--- config.mk ---
export PLATFORM = sky130hd
export DESIGN_NAME = pipe_skid_buf
export DESIGN_NICKNAME = d
export VERILOG_FILES = /design/src/rtl/pipe_skid_buf.sv
export SDC_FILE = /design/constraint.sdc
export NUM_CORES = 1
export LEC_CHECK = 0
export BUFFER_PORTS_ARGS = -buffer_cell sky130_fd_sc_hd__buf_4
export CELL_PAD_IN_SITES_DETAIL_PLACEMENT = 1
export CELL_PAD_IN_SITES_GLOBAL_PLACEMENT = 1
export CORE_UTILIZATION = 29
export CTS_CLUSTER_SIZE = 25
export DETAILED_ROUTE_END_ITERATION = 16
export PLACE_DENSITY = 0.65
export SLEW_MARGIN = 20
export SYNTH_ARGS = -nofsm -noshare
export SYNTH_HDL_FRONTEND = slang
export SYNTH_SLANG_ARGS = --single-unit
--- constraint.sdc ---
create_clock -name clk -period 2.23 [get_ports clk]
set_input_delay 0.3345 -clock clk [delete_from_list [all_inputs] [get_ports clk]]
set_output_delay 0.3345 -clock clk [all_outputs]
set_load 0.01 [all_outputs]
--- src/rtl/pipe_skid_buf.sv ---
// rtl/pipe_skid_buf.sv - valid/ready pipeline buffer with optional two-entry skid register
module pipe_skid_buf #(
  parameter int unsigned           DATA_W      = 32,
  parameter logic [DATA_W-1:0]     RST_PAYLOAD = DATA_W'(32'h00000013),
  parameter bit                    SKID_EN     = 1'b1
) (
  input  logic              clk,
  input  logic              rst,
  input  logic              flush_i,
  input  logic              in_valid_i,
  input  logic [DATA_W-1:0] in_data_i,
  output logic              in_ready_o,
  output logic              out_valid_o,
  output logic [DATA_W-1:0] out_data_o,
  input  logic              out_ready_i,
  output logic [1:0]        count_o
);

  // State encoding doubles as the held-entry count.
  localparam logic [1:0] ST_EMPTY = 2'd0;
  localparam logic [1:0] ST_ONE   = 2'd1;
  localparam logic [1:0] ST_TWO   = 2'd2;

  logic [1:0]        r_state;
  logic [DATA_W-1:0] r_main;
  logic [DATA_W-1:0] r_skid;
  logic              r_in_ready;

  logic [1:0]        w_next_state;
  logic [DATA_W-1:0] w_next_main;
  logic [DATA_W-1:0] w_next_skid;
  logic              w_accept;
  logic              w_pop;

  // Handshake events; ready comes from the output process so both modes share this logic.
  always_comb begin
    w_accept = in_valid_i && in_ready_o;
    w_pop    = out_valid_o && out_ready_i;
  end

  // State and payload registers; skid-mode ready is precomputed from the next state
  // so it never depends combinationally on out_ready_i.
  always_ff @(posedge clk or posedge rst) begin
    if (rst) begin
      r_state    <= ST_EMPTY;
      r_main     <= RST_PAYLOAD;
      r_skid     <= RST_PAYLOAD;
      r_in_ready <= 1'b0;
    end else begin
      r_state    <= w_next_state;
      r_main     <= w_next_main;
      r_skid     <= w_next_skid;
      r_in_ready <= (w_next_state != ST_TWO);
    end
  end

  // Next-state and next-payload selection; flush overrides every handshake.
  always_comb begin
    w_next_state = r_state;
    w_next_main  = r_main;
    w_next_skid  = r_skid;
    if (flush_i) begin
      w_next_state = ST_EMPTY;
      w_next_main  = RST_PAYLOAD;
      w_next_skid  = RST_PAYLOAD;
    end else begin
      case (r_state)
        ST_EMPTY: begin
          if (w_accept) begin
            w_next_state = ST_ONE;
            w_next_main  = in_data_i;
          end
        end
        ST_ONE: begin
          if (w_accept && w_pop) begin
            w_next_main = in_data_i;
          end else if (w_pop) begin
            w_next_state = ST_EMPTY;
            w_next_main  = RST_PAYLOAD;
          end else if (w_accept && SKID_EN) begin
            w_next_state = ST_TWO;
            w_next_skid  = in_data_i;
          end
        end
        ST_TWO: begin
          if (w_pop) begin
            w_next_state = ST_ONE;
            w_next_main  = r_skid;
            w_next_skid  = RST_PAYLOAD;
          end
        end
        default: begin
          w_next_state = ST_EMPTY;
          w_next_main  = RST_PAYLOAD;
          w_next_skid  = RST_PAYLOAD;
        end
      endcase
    end
  end

  // Outputs: head register, occupancy and the mode-dependent ready.
  always_comb begin
    out_valid_o = (r_state != ST_EMPTY);
    out_data_o  = r_main;
    count_o     = r_state;
    if (SKID_EN) begin
      in_ready_o = r_in_ready;
    end else begin
      in_ready_o = (r_state == ST_EMPTY) || out_ready_i;
    end
  end

endmodule

Yosys cells after proc, flatten, opt, wreduce, memory -nomap -nowiden
Cells that the tools add are included.

Multiplexer cells: 17. Reduce and logical (&&, ||, !) cells: 7. Equality and inequality tests: 10.

Operators with widths (count): $mux 32 (8); $pmux 32 s3 (2); $ne 3x3->1 const B (5); $mux 2 (6); $pmux 2 s3 (1); $reduce_and 5->1 (1); $ne 2x2->1 const B (2); $ne 4x4->1 const B (1); $logic_and 1x1->1 (3); $reduce_and 3->1 (1); $eq 2x1->1 const B (1); $eq 2x2->1 const B (1); $logic_not 2->1 (1); $reduce_bool 2->1 (1).

Bits in registers: 67. Logic and storage cells: 38.

Depth between registers and ports, before layout
Gate-level depths: netlist of the first run.

Depth in word-level cells: 7. Depth in mapped cells: 7.

Worst setup path after synthesis of the first run
OpenSTA, ideal clock, no wires.

Path kind: register to register. From: reg r_state[0] (netlist: count_o[0]). To: reg r_main[10] (netlist: out_data_o[10]). Path buffers: 2. Setup time: 65 ps. Cell stages (with the launch flop): 7. Setup slack: 672 ps. Required time: 2165 ps. Arrival: 1492 ps. Cells stage by stage: dfrtp_1 nor2b_2 or3_1 a21oi_2 buf_6 buf_6 a22o_1.

Longest elaborated chain between the ends: 6. Elaborated cells on any way between the ends: 13. Classes of those cells: 5 x eq/ne; 3 x mux; 5 x reduce/logical.

Ends and longest elaborated chain: start: declaration (RTL line 24) `logic [1:0] r_state;`; start signal: assignment (RTL line 50) `r_state <= w_next_state;`; $reduce_bool 2->1 (RTL line 103) `out_valid_o = (r_state != ST_EMPTY);`; $logic_and 1x1->1 (RTL line 38) `w_pop = out_valid_o && out_ready_i;`; $logic_and 1x1->1 (RTL line 75) `if (w_accept && w_pop) begin`; $mux 32 (RTL line 75); $pmux 32 s3 (RTL line 67) `case (r_state)`; $mux 32 (RTL line 62) `if (flush_i) begin`; end signal: assignment (RTL line 51) `r_main <= w_next_main;`; end: declaration (RTL line 25) `logic [DATA_W-1:0] r_main;`.

Parallel ways exist; a longest one is shown, timed or not. A chain may end at the register's enable or synchronous reset.

Worst setup path in the final report of the first run
From: reg r_state[1] (netlist: count_o[1]). To: out out_valid_o.

Longest elaborated chain between the ends: 1.

Ends and longest elaborated chain: $reduce_bool 2->1 (RTL line 103); end: declaration (RTL line 13) `output logic out_valid_o,`.

No other way between the ends.

==> results of run 1 <==
[routing by layer]
metal	routed length, microns	track usage	vias up	share of wire
met5	0	0	-	0
met4	112	0.0476	0	0.012
met3	460	0.0474	12	0.047
met2	4570	0.279	62	0.47
met1	4590	0.238	1435	0.47
li1	-	-	1380	-
[metrics by stage]
| step | cell area [sq um] | cells |
|---|---|---|
| after detailed placement | 4050 | 547 |
| after CTS | 4380 | 564 |
| after global routing | 4380 | 564 |
| after global placement | 4050 | 547 |
| final | 4380 | 564 |
| after floorplan | 3350 | 353 |
[logic make-up after synthesis]
| kind of cell | synth area share |
|---|---|
| AO/OA/AOI/OAI | 0.203 |
| AND/OR/NAND/NOR | 0.148 |
| buffers and inverters | 0.0564 |
| multiplexers | 0.0897 |
| flip-flops | 0.503 |
[registers in the layout, indices dropped and copies added (netlist names)]
signal,count
out_data_o,32
r_skid,32
count_o,2
in_ready_o,1
[critical path, cell delays in order, from the launching register on]
cell                      delay [ns]
sky130_fd_sc_hd__dfrtp_2        0.54
sky130_fd_sc_hd__buf_4          0.28
sky130_fd_sc_hd__or2_2          0.33
sky130_fd_sc_hd__buf_4          0.15
[what timing repair did]
item                                   in CTS  in global routing
gates resized for setup                     0                  0
hold buffers                                1                  0
endpoints found under the hold margin       5                  0
[worst min-delay path by stage]
| stage | startpoint | end | cells past startpoint |
|---|---|---|---|
| final | in_data_i[21] | r_skid[21] | 3 |
| after global routing | in_data_i[21] | r_skid[21] | 3 |
| after CTS | in_data_i[27] | r_skid[27] | 3 |
| after detailed placement | rst | out_data_o[31] | 2 |
| after global placement | rst | out_data_o[31] | 2 |
| after floorplan | in_data_i[0] | r_skid[0] | 2 |
[Yosys cell counts (3+ instances only)]
master,n
sky130_fd_sc_hd__nand2_1,63
sky130_fd_sc_hd__clkbuf_1,11
sky130_fd_sc_hd__a21oi_1,4
sky130_fd_sc_hd__o21ai_1,3
sky130_fd_sc_hd__inv_1,6
sky130_fd_sc_hd__buf_2,18
sky130_fd_sc_hd__a22o_1,29
sky130_fd_sc_hd__dfrtp_1,61
sky130_fd_sc_hd__a31oi_1,4
sky130_fd_sc_hd__o22a_1,4
sky130_fd_sc_hd__o21ai_0,59
sky130_fd_sc_hd__mux2i_1,30
sky130_fd_sc_hd__dfstp_2,6
sky130_fd_sc_hd__nand3_1,29
sky130_fd_sc_hd__nor3_1,4
[power by group through the flow]
stage | sequential, uW | clock, uW | combinational [uW]
final | 1350 | 1570 | 543
after CTS | 1350 | 1590 | 554
after detailed placement | 1360 | 0 | 553
after global placement | 1360 | 0 | 539
after global routing | 1350 | 1640 | 604
after floorplan | 1380 | 0 | 268
[layout make-up]
class,instances,area share
tap,140,0.0400
clock buffer,10,0.0545
timing repair buffer,88,0.157
clock inverter,6,0.0203
multi-input combinational,247,0.339
sequential,67,0.384
inverter,6,0.00514
==> impl_metrics.csv, run 1 <==
group,metric,value,unit
status,outcome,"finished clean",
timing,worst_hold_slack,0.246,ns
timing,max_slew.worst_pin.slew,0.414,ns
floorplan,row_count,38,
yosys,ys_seq_elements,67,
worst_setup_path,endpoint,"out_valid_o",
cells_and_area,nets,456,
timing,finalWorstSetupSlack,0.263,ns
clock_tree,tritoncts,"built",
placed_design,dp_hpwl,6440,microns
routing,drc_errors,0,
pwr,vdd_ir_drop_max,0.338,mV
pwr,share_comb_of_total_power,0.157,
cells_and_area,area_growth,31.0,%
yosys,post-synth-top-area-fraction,0.456,
floorplan,start_util,0.303,
clock_tree,clock_sink_count,67,
cells_and_area,share_of_final_layout_standard_cells_stronger_than_drive_strength_1,0.274,
cells_and_area,final-seq-area,0.00169,sq mm
clock_tree,cts_buffers,9,
timing,min_period_over_period,0.882,
clock_tree,clock_path_buffers,2,
routing,drtAntennaViolNets,0,
global_route,antenna_found_initial,0,
clock_tree,postCtsSetupRepairBufs,0,
yosys,synth_sequential_area_ratio,0.503,
cells_and_area,layout.core_utilization,0.397,
timing,finalClockSkew,0.00700,ns
cells_and_area,layout_commonest_cell,"sky130_fd_sc_hd__buf_4",
flow_run,maxCapViolCount,0,
global_route,first_global_vias,2996,
clock_tree,cts.clk_slew.worst_paths,0.06,ns
timing,timing.final.crit_period,1.97,ns
floorplan,die_w,109,microns
clock_tree,cts-root-buf,"sky130_fd_sc_hd__clkbuf_16",
global_route,grt_max_degree,40,
cells_and_area,filler_cell_count,1258,
timing,finalHoldViolCount,0,
yosys,post_synth_main_area_contributors,"sky130_fd_sc_hd__dfrtp_1 46%, sky130_fd_sc_hd__mux2i_1 9.0%, sky130_fd_sc_hd__o21ai_0 8.8%",
pwr,total_switching_power,906,uW
floorplan,core_area,0.0110,sq mm
pwr,cellInternalPower,2550,uW
timing,clock.fmax,508,MHz
pwr,powerDensity,788,mW/mm^2
placed_design,port_buffers,72,
yosys,syn_nets,390,
worst_setup_path,worst-endpoint-required,1.90,ns
hold_path,hold_path.class,"in -> reg",
worst_setup_path,worst_setup_path_startpoint,"count_o[1]",
routing,drt-pass1-iter-count,4,
clock_tree,ctsHtreeMaxLevel,3,
yosys,synth_top_cell_by_area,"sky130_fd_sc_hd__dfrtp_1",
pwr,power.leakage,0.00193,uW
pwr,p_total,3450,uW
worst_setup_path,setup.worst_path.end_class,"output port",
worst_setup_path,regToRegSetupSlack,0.31,ns
routing,first_iter_violations,136,
placed_design,gp_congestion,0.715,
cells_and_area,multi_input_comb_area,0.00149,sq mm
routing,detail_route.wl_per_cell,17.3,microns
timing,worst_slew_margin_rel,0.724,
worst_setup_path,critical_path_peak_fanout,17,
floorplan,floorplan.die_area,0.0120,sq mm
timing,grt_setup_unrepaired,"false",
yosys,synthesized_netlist_cell_count,353,
pwr,swShare,0.262,
global_route,grt_first_pass_wirelength,15900,microns
routing,detail_route.vias_per_cell,5.12,
worst_setup_path,worstReg2RegEnd,"out_data_o[7]",
worst_setup_path,critical_path_arrival,1.63,ns
cells_and_area,antenna-diode-count,0,
yosys,synth-edff-count,0,
yosys,synth_async_sr_flop_share,1.00,
pwr,power.sequential.fraction,0.389,
floorplan,die_height,109,microns
cells_and_area,layout.cells.most_common_list,"85 x sky130_fd_sc_hd__buf_4, 63 x sky130_fd_sc_hd__nand2_1, 60 x sky130_fd_sc_hd__dfrtp_1",
floorplan,io_pins,73,
worst_setup_path,r2r.worst_path.cells,5,
global_route,global_route.usage.total,0.177,
yosys,ys_dominant_reg_cell,"sky130_fd_sc_hd__dfrtp_1",
timing,setup_viol,0,
yosys,mean_area_per_synthesized_cell,9.48,sq um
worst_setup_path,worst_setup_path_start_kind,"flop",
routing,drt_wl_total,9730,microns
global_route,remaining_global_route_overflow,0,
clock_tree,clock_latency,0.33,ns
timing,setup_tns,0,ns
yosys,yosysWarnings,0,
timing,timing_max_transition_violations_final,0,
yosys,yosysUniqueCellTypes,32,
yosys,synth.cell_area,0.00335,sq mm
routing,route.vias.total,2889,
placed_design,pre_cts_ws,0.310,ns
pwr,clock_share_of_power,0.453,
worst_setup_path,worst_r2r_startpoint,"count_o[1]",
worst_setup_path,critPathKind,"reg -> out",
(Power assumes the default switching activity.)
==> inputs of run 2 (changes only) <==
Settings changed: CORE_ASPECT_RATIO set to 0.5.
==> run 2 against run 1 <==
Against the previous run:
- first-iteration DRC count up 8.8%
- core utilization shrank 0.59 points
- largest cell class unchanged
- global-route usage fell by 0.64 points
- non-clock buffer count increased by 3
==> impl_metrics.csv, run 2 (synthesis gave the netlist of run 1 again) <==
group,metric,value,unit
global_route,first_global_vias,2970,
clock_tree,cts_buffers,9,
hold_path,worstHoldStart,"in_data_i[0]",
placed_design,port_buffers,72,
timing,setup_viol,0,
cells_and_area,layout.cells.most_common_list,"89 x sky130_fd_sc_hd__buf_4, 63 x sky130_fd_sc_hd__nand2_1, 60 x sky130_fd_sc_hd__dfrtp_1",
floorplan,row_count,27,
floorplan,start_util,0.301,
cells_and_area,antenna-diode-count,0,
hold_path,hold_path.class,"in -> reg",
timing,finalClockSkew,0.00825,ns
routing,detail_route.wl_per_cell,16.5,microns
global_route,global_route.usage.total,0.170,
floorplan,io_pins,73,
cells_and_area,filler_cell_count,1261,
timing,min_period_over_period,0.853,
hold_path,min_delay_path_depth,3,
clock_tree,cts-root-buf,"sky130_fd_sc_hd__clkbuf_16",
placed_design,dp_hpwl,6370,microns
placed_design,gp_congestion,0.697,
routing,route.vias.total,2840,
worst_setup_path,worstReg2RegEnd,"out_data_o[18]",
global_route,grt_max_degree,39,
routing,drc_errors,0,
pwr,vdd_ir_drop_max,0.317,mV
flow_run,maxCapViolCount,0,
worst_setup_path,critical_path_arrival,1.57,ns
routing,detail_route.vias_per_cell,4.97,
routing,drtAntennaViolNets,0,
worst_setup_path,r2r.worst_path.cells,5,
global_route,remaining_global_route_overflow,0,
cells_and_area,share_of_final_layout_standard_cells_stronger_than_drive_strength_1,0.272,
clock_tree,clock_latency,0.33,ns
cells_and_area,final_area,0.00435,sq mm
worst_setup_path,worst_r2r_startpoint,"count_o[0]",
cells_and_area,nets,459,
timing,clock.fmax,526,MHz
timing,worst_slew_margin_rel,0.653,
timing,timing.final.crit_period,1.90,ns
global_route,antenna_found_initial,0,
clock_tree,clock_sink_count,67,
timing,grt_setup_unrepaired,"false",
floorplan,die_height,78.0,microns
timing,timing_max_transition_violations_final,0,
status,outcome,"finished clean",
worst_setup_path,worst-endpoint-required,1.90,ns
cells_and_area,area_growth,30.0,%
clock_tree,ctsHtreeMaxLevel,3,
clock_tree,tritoncts,"built",
pwr,power.leakage,0.00193,uW
placed_design,placedInstanceArea,0.00406,sq mm
routing,drt_wl_total,9440,microns
worst_setup_path,regToRegSetupSlack,0.44,ns
cells_and_area,layout_commonest_cell,"sky130_fd_sc_hd__buf_4",
routing,drt-pass1-iter-count,4,
pwr,p_total,3290,uW
worst_setup_path,setup.worst_path.end_class,"output port",
floorplan,die_w,154,microns
global_route,grt_first_pass_wirelength,15700,microns
worst_setup_path,critPathKind,"reg -> out",
clock_tree,cts.clk_slew.worst_paths,0.05,ns
clock_tree,postCtsSetupRepairBufs,0,
timing,finalHoldViolCount,0,
worst_setup_path,worst_setup_path_startpoint,"count_o[0]",
worst_setup_path,worst_setup_path_start_kind,"flop",
floorplan,floorplan.die_area,0.0120,sq mm
timing,max_slew.worst_pin.slew,0.520,ns
routing,first_iter_violations,148,
pwr,powerDensity,756,mW/mm^2
timing,setup_tns,0,ns
floorplan,core_area,0.0111,sq mm
clock_tree,clock_path_buffers,2,
hold_path,timing.hold.worst_endpoint,"r_skid[0]",
worst_setup_path,critical_path_peak_fanout,15,
-- run 2: stage by stage --
stage          instances  hold slack, ns  setup slack [ns]   util
2_1_floorplan        353           0.452             0.222      -
3_3_place_gp         555           0.326             0.448  0.365
3_5_place_dp         555           0.325             0.447  0.365
4_1_cts              571           0.235             0.311  0.392
5_1_grt              571           0.245             0.247  0.392
6_report             571           0.242             0.328  0.392
-- run 2: critical path, stage by stage (launching register included) --
cell	delay, ns
sky130_fd_sc_hd__dfrtp_1	0.52
sky130_fd_sc_hd__buf_4	0.27
sky130_fd_sc_hd__or2_2	0.29
sky130_fd_sc_hd__buf_4	0.15
-- run 2: timing repair --
item	4_1_cts	5_1_grt
gates resized for setup	0	0
hold buffers	1	0
hold endpoints to repair	13	0
-- run 2: report_power, final --
part           leakage, uW  switching (uW)  internal, uW
logic             0.000895             295           246
clock network     0.000142             515           886
registers         0.000888            51.3          1290
total              0.00193             862          2430
-- run 2: worst max-delay path by stage --
stage	end
4_1_cts	out_valid_o
6_report	out_valid_o
5_1_grt	out_valid_o
3_5_place_dp	out_data_o[21]
3_3_place_gp	out_data_o[15]
2_1_floorplan	count_o[0]
-- run 2: area by class of cell --
type | count | area, sq um | area share
Timing Repair Buffer | 91 | 698 | 0.160
Multi-Input combinational cell | 247 | 1480 | 0.340
Clock inverter | 3 | 40.0 | 0.00920
Sequential cell | 67 | 1690 | 0.387
Inverter | 6 | 22.5 | 0.00518
Tap cell | 145 | 181 | 0.0417
Clock buffer | 12 | 246 | 0.0566
-- run 2: metal layers --
metal  vias to the layer above  part of all wire  global-route usage
li1                       1389                 -                   -
met1                      1414              0.50               0.224
met2                        28              0.47               0.280
met3                         9             0.021              0.0413
met4                         0             0.011              0.0450
met5                         -                 0                   0
==> inputs of run 3 (changes only) <==
Settings changed: CELL_PAD_IN_SITES_DETAIL_PLACEMENT 1 to 2, CELL_PAD_IN_SITES_GLOBAL_PLACEMENT 1 to 2, PLACE_DENSITY 0.65 to 0.76.
==> run 3 against run 2 <==
Against the previous run:
- setup slack worse by 0.0083 ns
- cell count shrank 0.18%
- critical path depth grew 2
- maximum frequency shrank 0.44%
- count of clock-buffer cells in the layout is 2 lower
- first-iteration DRC count fell by 18%
- clock skew down 0.0043 ns
- combinational power increased by 3%
- sequential power hardly changed
- critical endpoint is now out_data_o[25]
- largest cell class unchanged
- largest power group unchanged
- highest routed layer unchanged
==> impl_metrics.csv, run 3 (synthesis gave the netlist of run 1 again) <==
group,metric,value,unit
status,outcome,"finished clean",
global_route,remaining_global_route_overflow,0,
global_route,grt_first_pass_wirelength,17600,microns
clock_tree,postCtsSetupRepairBufs,0,
placed_design,placed_cells_incl_taps,554,
worst_setup_path,cp_slowest_cell,"sky130_fd_sc_hd__or3_1",
timing,setup_tns,0,ns
timing,clock.fmax,523,MHz
placed_design,gp_congestion,0.709,
worst_setup_path,worst_setup_path_start_kind,"flop",
cells_and_area,filler_cell_count,1218,
routing,detail_route.vias_per_cell,5.16,
floorplan,die_height,78.0,microns
worst_setup_path,critical_path_peak_fanout,12,
floorplan,core_area,0.0111,sq mm
routing,route.vias.total,2942,
worst_setup_path,critical-path-top-delay-family,"compound AO/OA/AOI/OAI gates",
clock_tree,clock_sink_count,67,
cells_and_area,area_growth,31.3,%
clock_tree,clock_path_buffers,2,
cells_and_area,layout.core_utilization,0.395,
cells_and_area,finalNonFillerCells,570,
routing,drtAntennaViolNets,0,
timing,min_period_over_period,0.857,
floorplan,floorplan.die_area,0.0120,sq mm
placed_design,dp_hpwl,7130,microns
global_route,global_route.usage.total,0.191,
pwr,power.leakage,0.00194,uW
clock_tree,tritoncts,"built",
routing,drt-pass1-iter-count,4,
worst_setup_path,crit_top_cell,"sky130_fd_sc_hd__buf_4",
timing,timing.final.crit_period,1.91,ns
floorplan,io_pins,73,
timing,timing_max_transition_violations_final,0,
routing,detail_route.wl_per_cell,18.6,microns
timing,worst_slew_margin_rel,0.604,
worst_setup_path,cp_num_buf_inv,2,
clock_tree,ctsHtreeMaxLevel,3,
clock_tree,cts-root-buf,"sky130_fd_sc_hd__clkbuf_16",
timing,finalClockSkew,0.00397,ns
global_route,first_global_vias,3219,
worst_setup_path,setup.worst_path.end_class,"flop",
timing,setup_viol,0,
pwr,vdd_ir_drop_max,0.329,mV
clock_tree,cts_resized,0,
placed_design,pre_cts_ws,0.353,ns
pwr,powerDensity,786,mW/mm^2
floorplan,die_w,154,microns
worst_setup_path,timing.critical_path.cells,"buf_4 -> or3_1 -> a21oi_4 -> buf_4 -> a22o_1",
clock_tree,cts_buffers,9,
clock_tree,clock_latency,0.33,ns
timing,grt_setup_unrepaired,"false",
global_route,grt_max_degree,37,
hold_path,hold_path.class,"in -> async",
flow_run,maxCapViolCount,0,
cells_and_area,nets,457,
worst_setup_path,critical_path_arrival,2.17,ns
worst_setup_path,worst-endpoint-required,2.49,ns
cells_and_area,layout.cells.most_common_list,"87 x sky130_fd_sc_hd__buf_4, 63 x sky130_fd_sc_hd__nand2_1, 60 x sky130_fd_sc_hd__dfrtp_1",
timing,max_slew.worst_pin.slew,0.595,ns
timing,worst_hold_slack,0.0327,ns
floorplan,row_count,27,
cells_and_area,layout_commonest_cell,"sky130_fd_sc_hd__buf_4",
routing,drc_errors,0,
worst_setup_path,critical_path.max_stage_delay,0.43,ns
timing,finalHoldViolCount,0,
timing,finalWorstSetupSlack,0.320,ns
routing,drt_wl_total,10600,microns
clock_tree,cts.clk_slew.worst_paths,0.06,ns
worst_setup_path,critPathKind,"reg -> reg",
cells_and_area,share_of_final_layout_standard_cells_stronger_than_drive_strength_1,0.278,
routing,first_iter_violations,121,
floorplan,start_util,0.301,
cells_and_area,antenna-diode-count,0,
clock_tree,cts_hold_buf,0,
placed_design,port_buffers,72,
global_route,antenna_found_initial,0,
-- run 3: changes by cell type in the layout (fill, tap and decap cells not counted), sizes merged --
cell	previous run	this run
dlygate4sd3	1	0
clkbuf	12	10
buf	90	89
clkinvlp	0	2
bufinv	1	2
-- run 3: final timing paths --
path / cells past startpoint / to / slack [ns] / from
min reg2reg: 2 / out_data_o[0] / 0.49 / out_data_o[0]
min in group clk: 3 / r_skid[14] / 0.25 / in_data_i[14]
max reg2reg: 5 / out_data_o[25] / 0.32 / count_o[1]
max: 5 / out_data_o[25] / 0.32 / count_o[1]
max in group asynchronous: 3 / r_skid[14] / 1.59 / rst
min: 2 / out_data_o[7] / 0.03 / rst
-- run 3: area by class of cell --
type / count / area, sq um / share of cell area
Tap cell: 145 / 181 / 0.0413
Inverter: 6 / 22.5 / 0.00512
Multi-Input combinational cell: 247 / 1490 / 0.338
Timing Repair Buffer: 89 / 693 / 0.158
Sequential cell: 67 / 1690 / 0.383
Clock buffer: 10 / 239 / 0.0544
Clock inverter: 6 / 88.8 / 0.0202
-- run 3: stage by stage --
step                      cell area [sq um]  total power [uW]
after floorplan                        3350              1650
after global placement                 4070              1910
after detailed placement               4070              1930
after CTS                              4400              3490
after global routing                   4400              3610
final                                  4400              3460
-- run 3: metal layers --
metal | share of wire | global-route usage
met2 | 0.51 | 0.334
met5 | 0 | 0
met4 | 0.0092 | 0.0550
met1 | 0.46 | 0.239
met3 | 0.023 | 0.0374
-- run 3: worst reg2reg max path: stages, from the launching register on --
cell and delay [ns]:
sky130_fd_sc_hd__dfrtp_2 0.42, sky130_fd_sc_hd__buf_4 0.20, sky130_fd_sc_hd__or3_1 0.43, sky130_fd_sc_hd__a21oi_4 0.37, sky130_fd_sc_hd__buf_4 0.25, sky130_fd_sc_hd__a22o_1 0.17
-- run 3: report_power, final --
part	switching [uW]	internal (uW)	total, uW
Clock	543	1010	1550
Sequential	52.1	1290	1350
Combinational	310	248	559
Total	906	2550	3460
